File: config.mk
export PLATFORM = sky130hd
export DESIGN_NAME = arb4_rr_stage
export DESIGN_NICKNAME = d
export VERILOG_FILES = /design/src/rtl/arb4_rr_stage.sv
export SDC_FILE = /design/constraint.sdc
export NUM_CORES = 1
export LEC_CHECK = 0
export ABC_AREA = 0
export CORE_MARGIN = 8
export CORE_UTILIZATION = 40
export DETAILED_ROUTE_END_ITERATION = 10
export PLACE_DENSITY = 0.84
export SLEW_MARGIN = 10
export SYNTH_ARGS = -nofsm -noshare
export SYNTH_HDL_FRONTEND = slang
export SYNTH_SLANG_ARGS = --single-unit
export TNS_END_PERCENT = 1
File: constraint.sdc
create_clock -name clk -period 3.5 [get_ports clk]
set_clock_uncertainty 0.15 [all_clocks]
set_input_delay 0.875 -clock clk [delete_from_list [all_inputs] [get_ports clk]]
set_output_delay 0.875 -clock clk [all_outputs]
set_load 0.02 [all_outputs]
File: src/rtl/arb4_rr_stage.sv
// 4-requester arbiter feeding a one-deep registered output stage.
// ARB4_RR_STAGE_RR_EN selects rotating priority; otherwise index 0 wins.
module arb4_rr_stage #(
  parameter int N = 32
) (
  input  logic         clk,
  input  logic         rst_n,
  input  logic [3:0]   in_valid,
  input  logic [N-1:0] in_data0,
  input  logic [N-1:0] in_data1,
  input  logic [N-1:0] in_data2,
  input  logic [N-1:0] in_data3,
  output logic [3:0]   in_ready,
  output logic         out_valid,
  output logic [N-1:0] out_data,
  output logic [1:0]   out_sel,
  input  logic         out_ready
);

  logic [1:0]   ptr_q, ptr_d;
  logic         vld_q, vld_d;
  logic [N-1:0] data_q, data_d;
  logic [1:0]   sel_q, sel_d;

  logic [1:0]   gnt_idx;
  logic [1:0]   idx;
  logic         found;
  logic [N-1:0] gnt_data;
  logic         load;

  // first valid requester searching upward from ptr, wrapping at 3
  always_comb begin
    gnt_idx = ptr_q;
    idx     = 2'd0;
    found   = 1'b0;
    for (int k = 0; k < 4; k++) begin
      idx = ptr_q + k[1:0];
      if (!found && in_valid[idx]) begin
        found   = 1'b1;
        gnt_idx = idx;
      end
    end
  end

  always_comb begin
    gnt_data = in_data0;
    unique case (gnt_idx)
      2'd0: gnt_data = in_data0;
      2'd1: gnt_data = in_data1;
      2'd2: gnt_data = in_data2;
      2'd3: gnt_data = in_data3;
    endcase
  end

  assign load = rst_n & (|in_valid) & (~vld_q | out_ready);

  always_comb begin
    in_ready = 4'b0000;
    if (load) in_ready = 4'b0001 << gnt_idx;
  end

  always_comb begin
    vld_d  = vld_q;
    data_d = data_q;
    sel_d  = sel_q;
    if (load) begin
      vld_d  = 1'b1;
      data_d = gnt_data;
      sel_d  = gnt_idx;
    end else if (out_ready) begin
      vld_d  = 1'b0;
    end
  end

`ifdef ARB4_RR_STAGE_RR_EN
  assign ptr_d = load ? gnt_idx + 2'd1 : ptr_q;
`else
  assign ptr_d = 2'd0;
`endif

  always_ff @(posedge clk or negedge rst_n) begin
    if (!rst_n) begin
      ptr_q  <= 2'd0;
      vld_q  <= 1'b0;
      data_q <= '0;
      sel_q  <= 2'd0;
    end else begin
      ptr_q  <= ptr_d;
      vld_q  <= vld_d;
      data_q <= data_d;
      sel_q  <= sel_d;
    end
  end

  assign out_valid = vld_q;
  assign out_data  = data_q;
  assign out_sel   = sel_q;

endmodule

==> results.md, run 1 <==
| Step | Metric | Reported |
|:---|:---|:---|
| floorplan | Die extent in y | 98.9 um |
| cells and area | Most frequent standard cell in the layout excluding fill and tap cells | sky130_fd_sc_hd__clkdlybuf4s50_1 |
| cts | Clock Pin Slew Worst Setup and Hold Paths | 0.06 ns |
| setup path | Type of destination of the critical path | output pin |
| setup path | Worst EP required | 2.47 ns |
| floorplan | Effective utilization at floorplan | 40.9% |
| routing | Number of remaining DRC errors | 0 |
| hold path | Startpoint of the tightest hold check path | out_data[18] |
| setup path | Startpoint of the lowest-slack register-to-register path | out_valid |
| sta | Setup repair after global routing missed its margin | no |
| placement | Final RePlAce weighted congestion | 0.805 |
| yosys | Portion of the post-synthesis area used by sequential elements | 31.8% |
| floorplan | Die width | 98.9 um |
| routing | Detailed Route Iter0 Violations | 180 |
| routing | Via count normalized by instance count | 5.88 |
| power | Worst IR Drop VDD | 0.000153 V |
| yosys | Syn Inst Count | 322 |
| global routing | Largest net degree at the start of global routing | 58 |
| setup path | Delay of the slowest cell on the worst path | 0.50 ns |
| cells and area | Antenna Cells | 0 |
| cts | Library cell used as clock root buffer | sky130_fd_sc_hd__clkbuf_8 |
| placement | Instance area at placement | 4510 um^2 |
| sta | Crit path time final | 3.27 ns |
| cells and area | Leading cell types in the layout, fill and taps excluded | 166 x sky130_fd_sc_hd__clkdlybuf4s50_1, 54 x sky130_fd_sc_hd__a21oi_1, 54 x sky130_fd_sc_hd__o31ai_1 |
| yosys | Synth Area per Inst | 8.54 um^2 |
| setup path | Worst reg-to-reg setup slack | 1.85 ns |
| global routing | Grt ovf | 0 |
| cts | Number of buffers added by the clock tree synthesis step | 5 |
| yosys | Biggest area contributors in the synthesized netlist | sky130_fd_sc_hd__dfrtp_1 32%, sky130_fd_sc_hd__o31ai_1 15%, sky130_fd_sc_hd__a21oi_1 9.8% |
| run status | Status | finished, final reports clean |
| flow run | Maximum capacitance violations | 0 |
| yosys | Number of synthesized register bits | 35 |
| routing | Iteration count of the initial detailed-routing pass | 4 |
| sta | Maximum achievable frequency | 0.306 GHz |
| cts | Clock net sink count | 35 |
| setup path | Dominant delay contributor by cell family on the critical path | buffers and inverters |
| cells and area | Multi-input combinational cell area | 1670 um^2 |
| hold path | Hold depth | 2 |
| placement | Port Buffers | 173 |
| hold path | Hold Crit Class | flop to flop |
| setup path | Worst reg2reg path depth | 4 |
| floorplan | Number of top-level pins | 174 |
| yosys | Count of yosys warnings during synthesis | 0 |
| setup path | Cell-by-cell trace of the critical path | clkdlybuf4s50_1, nand2b_1, nand2_1, buf_4, nor2_1, dlygate4sd2_1 |
| setup path | Endpoint arrival time on the critical path | 2.24 ns |
| floorplan | Die ar. | 9780 um^2 |
| cts | Clk_lat worst skew | 0.27 ns |
| cells and area | Area growth, synth to finish | 66.8% |
| setup path | Number of buffers and inverters on the critical path | 3 |
| global routing | GRT Util Overall | 21.9% |
| setup path | Critical setup path kind | primary input to output pin |
| setup path | Crit-path slowest cell | sky130_fd_sc_hd__clkdlybuf4s50_1 |
| sta | Remaining max-slew budget at the tightest pin | 36.7% |
| setup path | Crit start category | primary input |
| sta | Share of the cycle needed by the critical path after routing | 93.3% |
| cells and area | FILL cells | 569 |
| cells and area | Layout Cell Area excl Fill | 4590 um^2 |
| cells and area | Fraction of layout cells with a size suffix above 1 | 6.71% |
| cts | Clock tree from TritonCTS | done |
| cells and area | FF/Latch Area | 876 um^2 |
| cells and area | Nets | 613 |
| sta | Fin Hold WS | 0.351 ns |
| cts | CTS H-tree depth | 2 |
| routing | WL final | 10900 um |
| yosys | Post-synthesis cell type count | 29 |
| sta | Count of final max-slew check failures | 0 |
| yosys | Mapped Area | 2750 um^2 |
| routing | Drt wl/cell | 19.5 um |
| cts | Number of buffers inserted to repair setup after CTS | 0 |
| sta | Transition time at the pin with the least slew margin | 0.949 ns |
| global routing | Antenna violations before repair | 1 |
| setup path | Maximum fanout along the worst path | 3 |
| sta | Number of endpoints with negative hold slack in the final report | 0 |
| placement | Detail Placement HPWL | 8240 um |
| hold path | End point of the worst hold path | out_data[18] |
| floorplan | Placeable Area | 6720 um^2 |
| yosys | Cell type contributing the most total cell area after synthesis | sky130_fd_sc_hd__dfrtp_1 |
| setup path | Reg2Reg Capture Point | out_data[30] |
| sta | Finish-stage setup viols | 0 |
| global routing | First-pass GRT wire length | 17600 um |
| power | Power per unit of standard cell area | 314 nW/um^2 |
| power | Leakage power of the design | 1.76 nW |
| floorplan | Num rows | 30 |
| yosys | Synthesized Nets | 457 |
| routing | Number of antenna-violating nets in the routed design | 0 |
| yosys | Portion of synthesized cell area occupied by the leading cell type | 31.8% |
| global routing | Number of global-route vias before repair | 3445 |
| cts | Maximum clock insertion buffer count | 2 |
| routing | Number of vias after detailed routing | 3273 |
-- layout make-up --
cell class,count,share of cell area (%)
Multi-Input combinational cell,242,36.4
Tap cell,80,2.18
Sequential cell,35,19.1
Clock buffer,6,1.58
Timing Repair Buffer,192,40.6
Inverter,2,0.164
-- routing by layer --
metal	global-route usage [%]	part of all wire, %	wire [um]
met5	0	0.092	10
met2	37.4	50	5410
met3	6.91	8.1	879
met4	6.26	2.0	223
met1	25.7	40	4360
-- cell usage after synthesis (all sizes together) --
master and n:
dfrtp 35, o22ai 5, nor3b 29, nor4bb 6
o31ai 54, nand2b 1, clkbuf 25, a22oi 5
a21oi 54, or3 1, nor4 1, inv 1
o221a 1, nor2 4, a31oi 11, and3 1
buf 18, o22a 1, nand3 1, a21o 6
nor2b 28, or4 1, nand2 1, o21ai 1
o31a 27, clkinv 1, nor3 3
-- repair_timing --
| item | CTS | global route |
|---|---|---|
| endpoints found under the setup margin | 2 | 2 |
| hold buffers | 0 | 0 |
| gates resized for setup | 2 | 2 |
-- report_power, final --
part	switching, mW	total, mW	internal [mW]
combinational	0.305	0.664	0.359
sequential	0.0376	0.510	0.472
clock	0.132	0.265	0.133
total	0.475	1.44	0.964
-- kinds of logic after synthesis --
| kind of cell | after synthesis | share of synthesized area [%] |
|---|---|---|
| simple gates | 77 | 19.7 |
| compound gates | 165 | 40.7 |
| buf+inv | 45 | 7.78 |
| flops | 35 | 31.8 |
-- sequential cells by signal (all words and copies together) (netlist names) --
signal and count:
out_data 32, out_valid 1, out_sel 2
-- stage by stage --
| step | utilization [%] | worst slack (ns) | power [mW] | setup TNS (ns) | instances |
|---|---|---|---|---|---|
| after floorplan | - | 0.290 | 0.815 | 0 | 322 |
| after global placement | 67.2 | -0.0361 | 1.17 | -0.0705 | 551 |
| after detailed placement | 67.2 | -0.0597 | 1.18 | -0.0855 | 551 |
| after CTS | 68.2 | 0.0169 | 1.45 | 0 | 557 |
| after global routing | 68.3 | 0.136 | 1.52 | 0 | 557 |
| final | 68.3 | 0.235 | 1.44 | 0 | 557 |
-- tightest hold or removal path: stages, from the launching register on --
cell and delay, ns:
sky130_fd_sc_hd__dfrtp_1 0.34, sky130_fd_sc_hd__o31ai_1 0.06, sky130_fd_sc_hd__o31ai_1 0.06
-- worst max-delay path by stage --
stage	startpoint	end	depth (start not counted)
floorplan	out_ready	in_ready[3]	4
global placement	out_ready	in_ready[0]	6
detailed placement	out_ready	in_ready[3]	5
CTS	out_ready	in_ready[2]	5
global route	out_ready	in_ready[3]	5
finish	out_ready	in_ready[0]	6
Power figures use the tool's default switching activity.
==> inputs of run 2 (changes only) <==
--- a/config.mk
+++ b/config.mk
@@ -7,9 +7,10 @@
 export LEC_CHECK = 0
 export ABC_AREA = 0
 export CORE_MARGIN = 8
-export CORE_UTILIZATION = 40
+export CORE_UTILIZATION = 34
 export DETAILED_ROUTE_END_ITERATION = 10
-export PLACE_DENSITY = 0.84
+export HOLD_SLACK_MARGIN = 0.1
+export PLACE_DENSITY = 0.75
 export SLEW_MARGIN = 10
 export SYNTH_ARGS = -nofsm -noshare
 export SYNTH_HDL_FRONTEND = slang
==> constraint.sdc (replaced) <==
create_clock -name clk -period 2.6 [get_ports clk]
set_clock_uncertainty 0.15 [all_clocks]
set_input_delay 0.65 -clock clk [delete_from_list [all_inputs] [get_ports clk]]
set_output_delay 0.65 -clock clk [all_outputs]
set_load 0.02 [all_outputs]
==> run 2 against run 1 <==
Clock power grew 37%. Critical endpoint is now out_data[28]. Power grew 36%. Flip-flop and latch count is the same. Highest routed layer unchanged. Core utilization shrank 9.6 points. Largest power group unchanged.
==> results.md, run 2 (same netlist as run 1, synthesis figures left out) <==
| Step | Metric | Reported |
|:---|:---|:---|
| run status | Status | finished, final reports clean |
| hold path | Startpoint of the tightest hold check path | out_data[12] |
| placement | Final RePlAce weighted congestion | 0.773 |
| sta | Share of the cycle needed by the critical path after routing | 90.7% |
| floorplan | Placeable Area | 8010 um^2 |
| sta | Remaining max-slew budget at the tightest pin | 60.7% |
| sta | Setup repair after global routing missed its margin | no |
| cts | CTS H-tree depth | 2 |
| cells and area | Antenna Cells | 0 |
| floorplan | Die ar. | 11200 um^2 |
| cells and area | Leading cell types in the layout, fill and taps excluded | 164 x sky130_fd_sc_hd__clkdlybuf4s50_1, 54 x sky130_fd_sc_hd__a21oi_1, 54 x sky130_fd_sc_hd__o31ai_1 |
| floorplan | Number of top-level pins | 174 |
| cells and area | Area growth, synth to finish | 71.0% |
| sta | Crit path time final | 2.36 ns |
| sta | Maximum achievable frequency | 0.424 GHz |
| placement | Port Buffers | 173 |
| setup path | Crit start category | primary input |
| global routing | Number of global-route vias before repair | 3699 |
| routing | Via count normalized by instance count | 5.57 |
| setup path | Endpoint arrival time on the critical path | 2.37 ns |
| hold path | Hold Crit Class | flop to flop |
| power | Power per unit of standard cell area | 416 nW/um^2 |
| power | Worst IR Drop VDD | 0.000169 V |
| routing | Detailed Route Iter0 Violations | 127 |
| cts | Clock net sink count | 35 |
| cts | Clk_lat worst skew | 0.27 ns |
| setup path | Worst reg-to-reg setup slack | 1.02 ns |
| cts | Library cell used as clock root buffer | sky130_fd_sc_hd__clkbuf_8 |
| sta | Finish-stage setup viols | 0 |
| cts | Number of buffers added by the clock tree synthesis step | 5 |
| sta | Number of endpoints with negative hold slack in the final report | 0 |
| routing | Number of antenna-violating nets in the routed design | 0 |
| floorplan | Die extent in y | 106 um |
| floorplan | Effective utilization at floorplan | 34.3% |
| cells and area | Nets | 623 |
| setup path | Maximum fanout along the worst path | 38 |
| cts | Maximum clock insertion buffer count | 2 |
| setup path | Worst reg2reg path depth | 4 |
| setup path | Reg2Reg Capture Point | out_data[28] |
| cells and area | Final Core Density | 58.7% |
| cts | Clock tree from TritonCTS | done |
| power | Total design power | 1.96 mW |
| routing | Number of remaining DRC errors | 0 |
| routing | Drt wl/cell | 19.3 um |
| sta | Count of final max-slew check failures | 0 |
| flow run | Maximum capacitance violations | 0 |
| placement | Detail Placement HPWL | 8620 um |
| power | Leakage power of the design | 1.80 nW |
| setup path | Type of destination of the critical path | flop |
| hold path | Hold depth | 2 |
| global routing | Largest net degree at the start of global routing | 45 |
| cells and area | Fraction of layout cells with a size suffix above 1 | 10.3% |
| global routing | GRT Util Overall | 19.9% |
| floorplan | Num rows | 33 |
| global routing | Antenna violations before repair | 1 |
| cts | Number of buffers inserted to repair setup after CTS | 0 |
| cells and area | Largest register FFs | 32 |
| setup path | Critical setup path kind | primary input to flop |
| routing | WL final | 11400 um |
| routing | Iteration count of the initial detailed-routing pass | 4 |
| cells and area | Layout Cell Area excl Fill | 4700 um^2 |
| cts | Clock Pin Slew Worst Setup and Hold Paths | 0.07 ns |
| cells and area | Most frequent standard cell in the layout excluding fill and tap cells | sky130_fd_sc_hd__clkdlybuf4s50_1 |
| routing | Number of vias after detailed routing | 3295 |
| floorplan | Die width | 106 um |
| hold path | End point of the worst hold path | out_data[12] |
| setup path | Worst EP required | 2.62 ns |
| global routing | First-pass GRT wire length | 18500 um |
| sta | Transition time at the pin with the least slew margin | 0.586 ns |
| global routing | Grt ovf | 0 |
| placement | Instance area at placement | 4620 um^2 |
| setup path | Startpoint of the lowest-slack register-to-register path | out_valid |
[run 2: cell count changes in the layout (fill, tap and decap cells not counted), moves of 2 or more]
cell / previous run / this run
sky130_fd_sc_hd__buf_4: 19 / 29
sky130_fd_sc_hd__buf_2: 3 / 6
sky130_fd_sc_hd__clkdlybuf4s50_1: 166 / 164
sky130_fd_sc_hd__dlygate4sd2_1: 2 / 0
[run 2: area by class of cell]
| type | instances | area (um^2) |
|---|---|---|
| clock buffer | 6 | 72.6 |
| fill | 727 | 3310 |
| inverter | 2 | 7.51 |
| multi-input combinational | 242 | 1690 |
| sequential | 35 | 876 |
| tap | 105 | 131 |
| timing repair buffer | 202 | 1930 |
[run 2: routing by layer]
layer	vias to the layer above	GRT usage (%)	share of wire [%]
met3	14	5.08	6.6
met2	118	35.4	51
met4	2	5.53	1.6
met5	-	0	0.079
met1	1580	23.0	40
li1	1581	-	-
[run 2: worst max-delay path, cell delays in order]
cell                              delay [ns]
sky130_fd_sc_hd__clkdlybuf4s50_1        0.47
sky130_fd_sc_hd__buf_4                  0.35
sky130_fd_sc_hd__or4_4                  0.22
sky130_fd_sc_hd__nand3_4                0.29
sky130_fd_sc_hd__o31ai_1                0.38
[run 2: per-stage QoR]
step,cells,hold WS [ns],worst slack [ns],TNS (ns)
floorplan,322,0.204,0.0138,0
global placement,586,0.327,-0.525,-7.15
detailed placement,586,0.341,-0.558,-8.35
CTS,592,0.357,-0.0465,-0.0465
global route,592,0.380,0.120,0
finish,592,0.350,0.243,0
[run 2: worst max path at each step]
stage / startpoint / endpoint / slack, ns
after global placement: out_ready / in_ready[3] / -0.53
after CTS: out_ready / in_ready[3] / -0.05
after detailed placement: out_ready / in_ready[3] / -0.56
after global routing: in_valid[3] / out_data[7] / 0.12
after floorplan: out_ready / in_ready[1] / 0.01
final: in_valid[3] / out_data[28] / 0.24
[run 2: power breakdown]
part	switching (mW)	leakage (nW)	internal, mW
logic	0.413	1.34	0.493
clock network	0.183	0.0371	0.179
registers	0.0516	0.419	0.636
[run 2: repair_timing]
| item | in CTS | in global routing |
|---|---|---|
| endpoints found under the hold margin | 0 | 0 |
| resized for setup | 23 | 2 |
| pin swaps | 0 | 1 |
| setup endpoints to repair | 4 | 14 |
| cloned | 0 | 0 |
| hold buffers | 0 | 0 |
